$ cat config.mk
export PLATFORM = sky130hd
export DESIGN_NAME = filter_pad_gen
export DESIGN_NICKNAME = d
export VERILOG_FILES = /design/src/rtl/filter_pkg.sv /design/src/rtl/filter_pad_cnt.sv /design/src/rtl/filter_pad_gen.sv
export SDC_FILE = /design/constraint.sdc
export NUM_CORES = 1
export LEC_CHECK = 0
export CAP_MARGIN = 20
export CORE_MARGIN = 5
export CORE_UTILIZATION = 50
export DETAILED_ROUTE_END_ITERATION = 16
export GPL_ROUTABILITY_DRIVEN = 0
export PLACE_DENSITY = 0.78
export SYNTH_ARGS = -nofsm -noshare
export SYNTH_HDL_FRONTEND = slang
export SYNTH_HIERARCHICAL = 1
export SYNTH_SLANG_ARGS = --single-unit
$ cat constraint.sdc
create_clock -name clk -period 3.6 [get_ports clk]
set_input_delay 0.36 -clock clk [delete_from_list [all_inputs] [get_ports clk]]
set_output_delay 0.36 -clock clk [all_outputs]
set_load 0.1 [all_outputs]
$ cat src/rtl/filter_pkg.sv
// filter_pkg: shared widths, geometry helpers and pad-generator state encoding.
package filter_pkg;
  localparam int PIXEL_W = 24;
  localparam int CNT_W = 13;
  typedef enum logic [2:0] {IDLE, TOP, LEFT, PIX, RIGHT, BOT} state_t;
  function automatic int boundary_width(input int kernel_size);
    return (kernel_size - 1) / 2;
  endfunction
  function automatic int row_depth(input int width, input int kernel_size);
    return width + 2 * boundary_width(kernel_size);
  endfunction
endpackage

$ cat src/rtl/filter_pad_cnt.sv
// filter_pad_cnt: column/row counter pair with terminal-count flags; row advances on column wrap.
module filter_pad_cnt
  import filter_pkg::*;
(
  input  logic             clk,
  input  logic             reset,
  input  logic             col_en,
  input  logic             row_en,
  input  logic [CNT_W-1:0] col_max,
  input  logic [CNT_W-1:0] row_max,
  output logic             col_tc,
  output logic             row_tc
);
  logic [CNT_W-1:0] col, row;
  assign col_tc = col == col_max;
  assign row_tc = row == row_max;
  always_ff @(posedge clk) begin
    if (reset) begin
      col <= '0;
      row <= '0;
    end else if (col_en) begin
      col <= col_tc ? '0 : col + 1'b1;
      if (col_tc && row_en) row <= row_tc ? '0 : row + 1'b1;
    end
  end
endmodule

$ cat src/rtl/filter_pad_gen.sv
// filter_pad_gen: wraps a raw RGB888 frame in a zero border plus flush rows for the FIFO filters.
module filter_pad_gen
  import filter_pkg::*;
#(
  parameter int width       = 320,
  parameter int height      = 240,
  parameter int kernel_size = 7,
  parameter int flush_rows  = 1
) (
  input  logic               clk,
  input  logic               reset,
  input  logic               iValid,
  input  logic [PIXEL_W-1:0] iData,
  output logic               oReady,
  output logic               oValid,
  output logic [PIXEL_W-1:0] oData,
  output logic               oDone
);
  localparam int bw       = boundary_width(kernel_size);
  localparam int row_dep  = row_depth(width, kernel_size);
  localparam int top_rows = bw;
  localparam int bot_rows = bw + flush_rows;
  localparam logic [CNT_W-1:0] rd_m  = CNT_W'(row_dep - 1);
  localparam logic [CNT_W-1:0] bw_m  = CNT_W'(bw - 1);
  localparam logic [CNT_W-1:0] w_m   = CNT_W'(width - 1);
  localparam logic [CNT_W-1:0] h_m   = CNT_W'(height - 1);
  localparam logic [CNT_W-1:0] top_m = CNT_W'(top_rows - 1);
  localparam logic [CNT_W-1:0] bot_m = CNT_W'(bot_rows - 1);
  state_t state, nxt;
  logic col_en, row_en, col_tc, row_tc, last;
  logic [CNT_W-1:0] col_max, row_max;
  logic nxt_valid, nxt_done;
  logic [PIXEL_W-1:0] nxt_data;
  // The row counter is shared: region row in TOP/BOT, active-row count across LEFT/PIX/RIGHT.
  always_comb begin
    col_max = state == PIX ? w_m : (state == LEFT || state == RIGHT) ? bw_m : rd_m;
    row_max = state == TOP ? top_m : state == RIGHT ? h_m : bot_m;
    col_en  = state == PIX ? iValid : state != IDLE;
    row_en  = state == TOP || state == RIGHT || state == BOT;
    last    = col_en && col_tc;
  end
  filter_pad_cnt u_cnt (
    .clk(clk),
    .reset(reset),
    .col_en(col_en),
    .row_en(row_en),
    .col_max(col_max),
    .row_max(row_max),
    .col_tc(col_tc),
    .row_tc(row_tc)
  );
  always_ff @(posedge clk) begin
    if (reset) begin
      state  <= IDLE;
      oValid <= 1'b0;
      oData  <= '0;
      oDone  <= 1'b0;
    end else begin
      state  <= nxt;
      oValid <= nxt_valid;
      oData  <= nxt_data;
      oDone  <= nxt_done;
    end
  end
  always_comb begin
    nxt = state;
    case (state)
      IDLE:    nxt = iValid ? TOP : IDLE;
      TOP:     nxt = last && row_tc ? LEFT : TOP;
      LEFT:    nxt = last ? PIX : LEFT;
      PIX:     nxt = last ? RIGHT : PIX;
      RIGHT:   nxt = last ? (row_tc ? BOT : LEFT) : RIGHT;
      BOT:     nxt = last && row_tc ? IDLE : BOT;
      default: nxt = IDLE;
    endcase
  end
  always_comb begin
    oReady    = state == PIX;
    nxt_valid = col_en;
    nxt_data  = state == PIX && iValid ? iData : '0;
    nxt_done  = state == BOT && last && row_tc;
  end
endmodule

* Word-level counts from Yosys, hierarchy flattened
Index checks and enable logic that the tools add are counted. W data, S select, Z words.
Cells by class: add/subtract/negate cells 2, equality and inequality tests 7, mux-type cells 15, bitwise logic cells 1, reduce and logical (&&, ||, !) cells 13
Operators by type and width (number):
- $add A13 B1 Y13 const B | 2
- $mux W13 | 2
- $mux W9 | 2
- $pmux W3 S6 | 1
- $mux W8 | 2
- $eq A13 B8 Y1 | 1
- $eq A13 B9 Y1 | 1
- $mux W3 | 4
- $eq A3 B2 Y1 const B | 2
- $eq A3 B3 Y1 const B | 2
- $logic_and A1 B1 Y1 | 6
- $eq A3 B1 Y1 const B | 1
- $logic_not A3 Y1 | 1
- $logic_or A1 B1 Y1 | 3
- $mux W1 | 3
- $reduce_bool A3 Y1 | 1
- $mux W2 | 1
- $reduce_and A2 Y1 | 1
- $reduce_or A2 Y1 | 1
- $not A1 Y1 | 1
Word-level totals: register bits after elaboration 55, bits of input ports 27, output and inout bits 27, logic and storage cells 44

* Depth between registers and ports, before layout
Gate-level depths: netlist (run 1).
depth in word-level cells 9, depth in mapped cells 11, gate-level depth less buffers 9

* Modules after synthesis
Netlist (run 1), hierarchy kept.
Modules (own cells, without submodules):
- filter_pad_cnt | times used 1, cells an instance 177, area an instance 1674.1 µm², seq. area each 520.5 µm²
- filter_pad_gen | times used 1, cells an instance 97, area an instance 1012.2 µm², seq. area each 580.6 µm²

* Worst setup path after synthesis (run 1)
Ideal clock, no wire load.
kind register -> register, start reg state[0], end reg u_cnt.row[5], setup time 0.125 ns, arrival 2.920 ns, data required time 3.475 ns, path slack 0.555 ns, stages on the path, launching flop included 11, path buffers 1, period minus slack after synthesis 3.045 ns, path through dfxtp_1 nor2b_2 and2_1 or2_1 xnor2_2 nand4_1 nor4_4 a31oi_2 buf_6 o21ai_2 o41ai_2
Between the ends: elaborated cells between the ends (all ways) 19, classes of those cells 7 x eq/ne; 6 x mux; 6 x reduce/logical
RTL lines:
- start, declared | line filter_pad_gen.sv:29 | state_t state, nxt;
- start signal, assigned | line filter_pad_gen.sv:59 | state <= nxt;
- $eq A3 B2 Y1
- net oReady | line filter_pad_gen.sv:14 | output logic oReady,
- $mux W9 | line filter_pad_gen.sv:36 | col_max = state == PIX ? w_m : (state == LEFT || state == RIGHT) ? bw_m : rd_m;
- net col_max[1] | line filter_pad_gen.sv:31 | logic [CNT_W-1:0] col_max, row_max;
- $eq A13 B9 Y1 | line filter_pad_cnt.sv:15 | assign col_tc = col == col_max;
- net col_tc | line filter_pad_gen.sv:30 | logic col_en, row_en, col_tc, row_tc, last;
- $logic_and A1 B1 Y1 | line filter_pad_cnt.sv:23 | if (col_tc && row_en) row <= row_tc ? '0 : row + 1'b1;
- $reduce_and A2 Y1 (no line)
- end signal, assigned | line filter_pad_cnt.sv:23
- end, declared | line filter_pad_cnt.sv:14 | logic [CNT_W-1:0] col, row;
The timed path passes the listed nets, and every way through them passes these cells. A chain may end at the register's enable or synchronous reset.

* Final worst setup path (run 1)
start reg state[0], end reg u_cnt.row[11]
Between the ends: longest elaborated chain between the ends 7, elaborated cells between the ends (all ways) 19, classes of those cells 7 x eq/ne; 6 x mux; 6 x reduce/logical
RTL lines (line):
- $eq A3 B2 Y1 / $eq A3 B3 Y1 (equally long branches) | filter_pad_gen.sv:36
- $logic_or A1 B1 Y1 | filter_pad_gen.sv:36
- $mux W9 | filter_pad_gen.sv:36
- $mux W9 * | filter_pad_gen.sv:36
- net col_max[1] | filter_pad_gen.sv:31
- $eq A13 B9 Y1 * | filter_pad_cnt.sv:15
- net col_tc | filter_pad_gen.sv:30
- $logic_and A1 B1 Y1 * | filter_pad_cnt.sv:23
- $reduce_and A2 Y1 (no line) *
Mark *: on every way through the listed nets, which the timed path passes. The rest lies on a longest branch.

==> summary.md, run 1 <==
| Metric | Value |
|---|---|
| RSZ-0062 raised after global routing | `false` |
| Max incr delay on CP | `around 580 ps` |
| Post-CTS Hold Fix Bufs | `0` |
| Avg Cell Area, Syn | `9.80 um^2` |
| Post-synth top flop | `dfxtp_1` |
| First-pass iteration count of the detailed router | `4` |
| Crit path time final | `2820 ps` |
| Layout cells sized above 1 | `0.117` |
| Top-count cell post-synth | `dfxtp_1` |
| Worst path depth | `10` |
| CTS tree | `yes` |
| Post-CTS setup buffers | `0` |
| WP data required | `roughly 3800 ps` |
| Outcome | `finished, final reports clean` |
| Least-Margin Pin Slew | `just over 1000 ps` |
| Slew Limit Fails | `0` |
| CTS clk-pin slew, worst paths | `around 110 ps` |
| Largest net degree at the start of global routing | `25` |
| Total Routing Usage GR | `0.157` |
| Critical path peak fanout | `13` |
| Mapped cell area | `about 2700 um^2` |
| Post-synth EDFFs | `0` |
| DIE AREA | `approximately 7000 um^2` |
| WHS Path Cells | `1` |
| Largest area contributor in the synthesized netlist | `dfxtp_1` |
| Root Driver | `clkbuf_8` |
| TNS Setup | `0 ps` |
| DRC viols | `0` |
| Yosys warns | `6` |
| Drt via density | `around 5.1` |
| R2R cell count | `10` |
| Antenna Cells | `0` |
| H-tree depth | `2` |
| Buf+Inv Stages, Crit Path | `1` |
| CTS-repair resized insts | `0` |
| Die Span Y | `83.3 um` |
| Cell at the slowest stage of the critical path | `dfxtp_1` |
| Leakage | `about 1.2 nW` |
| Vias in the first global route | `between 1.5k and 2k` |
| Sequential area share after synthesis | `0.410` |
| Final Setup Violations | `0` |
| Slew headroom | `0.323` |
| Skew final | `around 11 ps` |
| Synth top area share | `0.410` |
| Yosys reg bits | `55` |
| Die width | `around 83 um` |
| Final Core Density | `0.644` |
| Critical path class | `flip-flop to flip-flop` |
| Starting DRT DRC Count | `about 170` |
| Layout net count | `362` |
| Power per cell area | `~320 nW/um^2` |
| Hold Path Class | `flip-flop to flip-flop` |
| WL/cell | `approximately 13 um` |
| Top post-synthesis cells by count | `dfxtp_1 (55), and2_1 (26), xnor2_1 (23)` |
| Clock sink total | `55` |
| Total CTS buffers | `5` |
| Clk Latency, worst-skew pair | `310 ps` |
| Largest cells by area after synthesis | `dfxtp_1 (41%), xnor2_1 (7.5%), and2_1 (6.1%), xor2_1 (3.6%), nand4_1 (3.3%)` |
| Yosys cell types | `48` |
| Data arrival, critical path | `3020 ps` |
| Achievable Freq | `between 300 and 400 MHz` |
| Worst VDD drop | `277 uV` |
| Fillers | `approximately 430` |
| Routed Antenna Nets | `0` |
| Startpoint Class | `flip-flop` |
| P&R area growth vs syn | `24.1%` |
| Initial core utilization | `0.519` |
| First-pass GRT wire length | `approximately 9.1 mm` |
| Total number of vias | `about 2.1k` |
| CP cell instances | `nor2b_2 > and2_1 > or2_1 > xnor2_2 > nand4_1 > nor4_4 > buf_4 > a31oi_2 > a21oi_1 > o22ai_2` |
| Initial antenna violation count | `0` |
| CP endpoint kind | `flip-flop` |
| PortBufs | `53` |
| Async SR Flop Fraction | `0` |
| Core Area | `slightly above 5000 um^2` |
| Max Cap Viol | `0` |
| Drt total wl | `approximately 5.4 mm` |
| HPWL after detailed placement | `3.98 mm` |
| Final period util | `0.784` |
| FP Rows | `26` |
| Hold Vio Cnt, Final | `0` |
| Clock buffer depth | `2` |
| Total congestion overflow | `0` |
| Mapped Cells | `274` |
| CP top delay family | `simple AND/OR/NAND/NOR gates` |
| Top-level I/O count | `54` |
## cell families (layout without fill, tap and decap cells)
group / after synthesis / after routing / synth area share
adders and majority gates: 2 / 2 / 0.00931
AOI/OAI and AO/OA: 38 / 38 / 0.116
DFF: 55 / 55 / 0.410
buffers and inverters: 20 / 70 / 0.0540
and+or+nand+nor: 117 / 117 / 0.262
xor gates and xnor gates: 38 / 38 / 0.139
other: 2 / 12 / 0.00280
muxes: 2 / 2 / 0.00745
## worst paths after layout
path,slack [ps],start,end
min reg2reg,530,u_cnt/row[9],u_cnt/row[9]
min,530,u_cnt/row[9],u_cnt/row[9]
max reg2reg,780,state[0],u_cnt/row[11]
max,780,state[0],u_cnt/row[11]
## per-stage QoR
| stage | worst slack, ps | instance area [um^2] | hold WS [ps] | std cells | total power [mW] |
|---|---|---|---|---|---|
| final | 779 | 3330 | 530 | 404 | 1.07 |
| after detailed placement | 806 | 3240 | 512 | 396 | 0.717 |
| after CTS | 773 | 3330 | 531 | 404 | 1.08 |
| after global routing | 480 | 3330 | 553 | 404 | 1.11 |
| after global placement | 815 | 3240 | 492 | 396 | 0.715 |
| after floorplan | 555 | 2720 | 429 | 284 | 0.685 |
## cell type report
cell class | count | area (um^2) | share of cell area
multi-input combinational | 209 | 1480 | 0.443
sequential | 55 | 1100 | 0.330
timing repair buffer | 55 | 543 | 0.163
tap | 70 | 87.6 | 0.0263
clock buffer | 5 | 68.8 | 0.0206
clock inverter | 3 | 28.8 | 0.00863
inverter | 7 | 26.3 | 0.00788
## report_power, final
group	internal, mW	leakage, nW	total, mW	switching, mW
combinational	0.0454	0.704	0.0822	0.0369
clock	0.145	0.0502	0.363	0.219
sequential	0.612	0.444	0.621	0.00936
total	0.802	1.20	1.07	0.265
## metal layers
| layer | track usage | part of all wire |
|---|---|---|
| met5 | 0 | 0 |
| met2 | 0.234 | 0.45 |
| met1 | 0.202 | 0.44 |
| met4 | 0.0461 | 0.0075 |
| met3 | 0.0743 | 0.10 |
## cells in the final DEF (no fill, tap or decap), types with 2 or more instances in the layout
master	n
nand2b_1	8
o31ai_2	2
mux2i_1	2
clkbuf_8	5
clkinv_4	2
dfxtp_1	55
buf_4	3
ha_1	2
o31ai_1	2
a21oi_1	6
clkdlybuf4s50_1	52
o21ai_1	5
nor2_1	19
nor3_1	8
xor2_1	11
o21ai_2	8
nand2_1	12
and3_1	9
conb_1	12
and2_1	26
inv_1	7
xnor2_1	23
nor4_4	2
o22ai_2	3
nor3b_1	2
nand3_1	9
nand4_1	14
o21ai_0	3
xnor2_2	3
## flip-flops by register name, summed over array words and instances (netlist names)
register   cells
oDone          1
state          3
u_cnt/col     13
u_cnt/row     13
oData         24
oValid         1
## worst register-to-register path, cell delays in order (launching register included)
cell     delay [ps]
dfxtp_1         580
nor2b_2         260
and2_1          300
or2_1           190
xnor2_2         110
nand4_1         140
nor4_4          220
buf_4           220
a31oi_2         320
a21oi_1         290
o22ai_2         100
(Power assumes the default switching activity.)
==> run 2, diff against run 1 <==
--- a/config.mk
+++ b/config.mk
@@ -7,10 +7,10 @@
 export LEC_CHECK = 0
 export CAP_MARGIN = 20
 export CORE_MARGIN = 5
-export CORE_UTILIZATION = 50
+export CORE_UTILIZATION = 46
 export DETAILED_ROUTE_END_ITERATION = 16
 export GPL_ROUTABILITY_DRIVEN = 0
-export PLACE_DENSITY = 0.78
+export PLACE_DENSITY = 0.75
 export SYNTH_ARGS = -nofsm -noshare
 export SYNTH_HDL_FRONTEND = slang
 export SYNTH_HIERARCHICAL = 1
==> constraint.sdc (replaced) <==
create_clock -name clk -period 2.4 [get_ports clk]
set_input_delay 0.24 -clock clk [delete_from_list [all_inputs] [get_ports clk]]
set_output_delay 0.24 -clock clk [all_outputs]
set_load 0.1 [all_outputs]
==> summary.md, run 2 (synthesis results as in run 1) <==
| Metric | Value |
|---|---|
| Outcome | `finished, final reports clean` |
| CTS clk-pin slew, worst paths | `120 ps (about the same)` |
| First-pass GRT wire length | `9.43 mm (+3.8%)` |
| PortBufs | `53 (unchanged)` |
| Die Span Y | `86.4 um (+3.7%)` |
| Reg2reg end | `u_cnt/row[5]` |
| RSZ-0062 raised after global routing | `false` |
| Clock sink total | `55 (unchanged)` |
| CP endpoint kind | `flip-flop` |
| Critical path peak fanout | `9 (-4)` |
| Leakage | `1.37 nW (+15%)` |
| Hold Path Origin | `iData[15]` |
| WL/cell | `13.5 um (+2.0%)` |
| Layout net count | `380 (+5.0%)` |
| DRC viols | `0 (unchanged)` |
| H-tree depth | `2 (unchanged)` |
| Largest net degree at the start of global routing | `25 (unchanged)` |
| Power per cell area | `469 nW/um^2 (+46%)` |
| Slew Limit Fails | `0 (unchanged)` |
| Hold EP | `oData[15]` |
| Hold Path Class | `input port to flip-flop` |
| Least-Margin Pin Slew | `634 ps (-378 ps)` |
| Initial antenna violation count | `0 (unchanged)` |
| FP Rows | `27 (+3.8%)` |
| TNS Setup | `0 ps (unchanged)` |
| Drt total wl | `5.73 mm (+7.0%)` |
| Final period util | `0.954 (+0.171)` |
| Commonest non-fill, non-tap cell in the layout | `dfxtp_1` |
| First-pass iteration count of the detailed router | `4 (unchanged)` |
| Total congestion overflow | `0 (unchanged)` |
| Slew headroom | `0.576 (+0.253)` |
| Top-level I/O count | `54 (unchanged)` |
| Crit path time final | `2290 ps (-530 ps)` |
| Worst VDD drop | `336 uV (+21%)` |
| Most frequent cells in the layout | `dfxtp_1 (52), buf_4 (43), clkdlybuf4s50_1 (26)` |
| DIE AREA | `7470 um^2 (+7.6%)` |
| Tot Pwr | `1.63 mW (+53%)` |
| Antenna Cells | `0 (unchanged)` |
| Skew final | `14.5 ps (+3.10 ps)` |
| Max FFs per register | `24 (unchanged)` |
| Achievable Freq | `437 MHz (+23%)` |
| CTS tree | `yes` |
| Layout cells sized above 1 | `0.264 (+0.147)` |
| Max Cap Viol | `0 (unchanged)` |
| Clk Latency, worst-skew pair | `330 ps (+20 ps)` |
| Routed Antenna Nets | `0 (unchanged)` |
| HPWL after detailed placement | `4.17 mm (+4.8%)` |
| Clock buffer depth | `2 (unchanged)` |
| P&R area growth vs syn | `29.8%` |
| Startpoint Class | `flip-flop` |
| Data arrival, critical path | `2520 ps (-500 ps)` |
| Largest Register | `oData` |
| R2R cell count | `9 (-1)` |
| Die width | `86.4 um (+3.7%)` |
| Drt via density | `5.04 (-1.9%)` |
| Final Setup Violations | `0 (unchanged)` |
| Fillers | `496 (+16%)` |
| Initial core utilization | `0.479 (-0.0403)` |
| Critical path class | `flip-flop to flip-flop` |
| Setup slack on the worst flop-to-flop path | `110 ps (-670 ps)` |
| Core Area | `5610 um^2 (+8.4%)` |
| WHS Path Cells | `2 (+1)` |
| Hold Vio Cnt, Final | `0 (unchanged)` |
| Vias in the first global route | `2099 (+10%)` |
| Total CTS buffers | `5 (unchanged)` |
| Worst hold slack | `457 ps (-73.1 ps)` |
| Starting DRT DRC Count | `75 (-56%)` |
| RR Startpoint | `state[0]` |
| Largest regs | `oData: 24 flops, u_cnt/col: 13 flops, u_cnt/row: 13 flops` |
| Total number of vias | `2135 (+3.0%)` |
| Root Driver | `clkbuf_8` |
| WP data required | `2630 ps (-1170 ps)` |
| Total Routing Usage GR | `0.156 (-0.000577)` |
[run 2: per-layer routing]
| metal | track usage | vias up | part of all wire |
|---|---|---|---|
| met5 | 0 | - | 0 |
| met4 | 0.0510 | 0 | 0.014 |
| met3 | 0.0608 | 7 | 0.081 |
| met2 | 0.254 | 53 | 0.46 |
| met1 | 0.190 | 995 | 0.44 |
| li1 | - | 1080 | - |
[run 2: metrics by stage]
stage | util | instance area [um^2] | std cells | setup WS [ps]
6_report | 0.622 | 3490 | 424 | 110
5_1_grt | 0.622 | 3490 | 424 | 5.71
4_1_cts | 0.607 | 3400 | 416 | -6.24
3_5_place_dp | 0.588 | 3300 | 408 | -25.9
3_3_place_gp | 0.588 | 3300 | 408 | 47.9
2_1_floorplan | - | 2770 | 284 | -8.81
[run 2: worst max-delay path: stages (launching register included)]
cell and delay [ps]:
dfxtp_4 380, nor2b_4 130, and2_4 160, or2_1 240, xnor2_2 120, nand4_1 150
nor4_4 330, buf_4 170, nand4_4 180, o41ai_2 320
[run 2: where the power goes]
group	switching, mW	internal [mW]	total (mW)
clock network	0.341	0.221	0.562
logic	0.0673	0.0807	0.148
registers	0.00898	0.915	0.924
[run 2: what timing repair did]
action                                  CTS  global route
gates resized for setup                   1             5
endpoints found under the setup margin   11            27
gates cloned                              0             1
hold buffers                              0             0
setup buffers                             0             7
pin swaps                                 0             2
[run 2: how the worst max path moves through the flow]
stage / from / endpoint / slack, ps / cells after the start
2_1_floorplan: state[1] / u_cnt/row[10] / -9 / 10
3_3_place_gp: state[2] / u_cnt/row[12] / 50 / 9
3_5_place_dp: state[2] / u_cnt/row[12] / -30 / 9
4_1_cts: state[2] / state[0] / -6 / 10
5_1_grt: state[2] / u_cnt/row[5] / 6 / 9
6_report: state[0] / u_cnt/row[5] / 110 / 9
[run 2: layout make-up]
class                      count  area, um^2  share of cell area
clock buffer                   5        68.8              0.0197
timing repair buffer          72         627               0.180
clock inverter                 3        28.8             0.00825
tap                           72        90.1              0.0258
inverter                       7        26.3             0.00753
multi-input combinational    210        1530               0.440
sequential                    55        1110               0.319
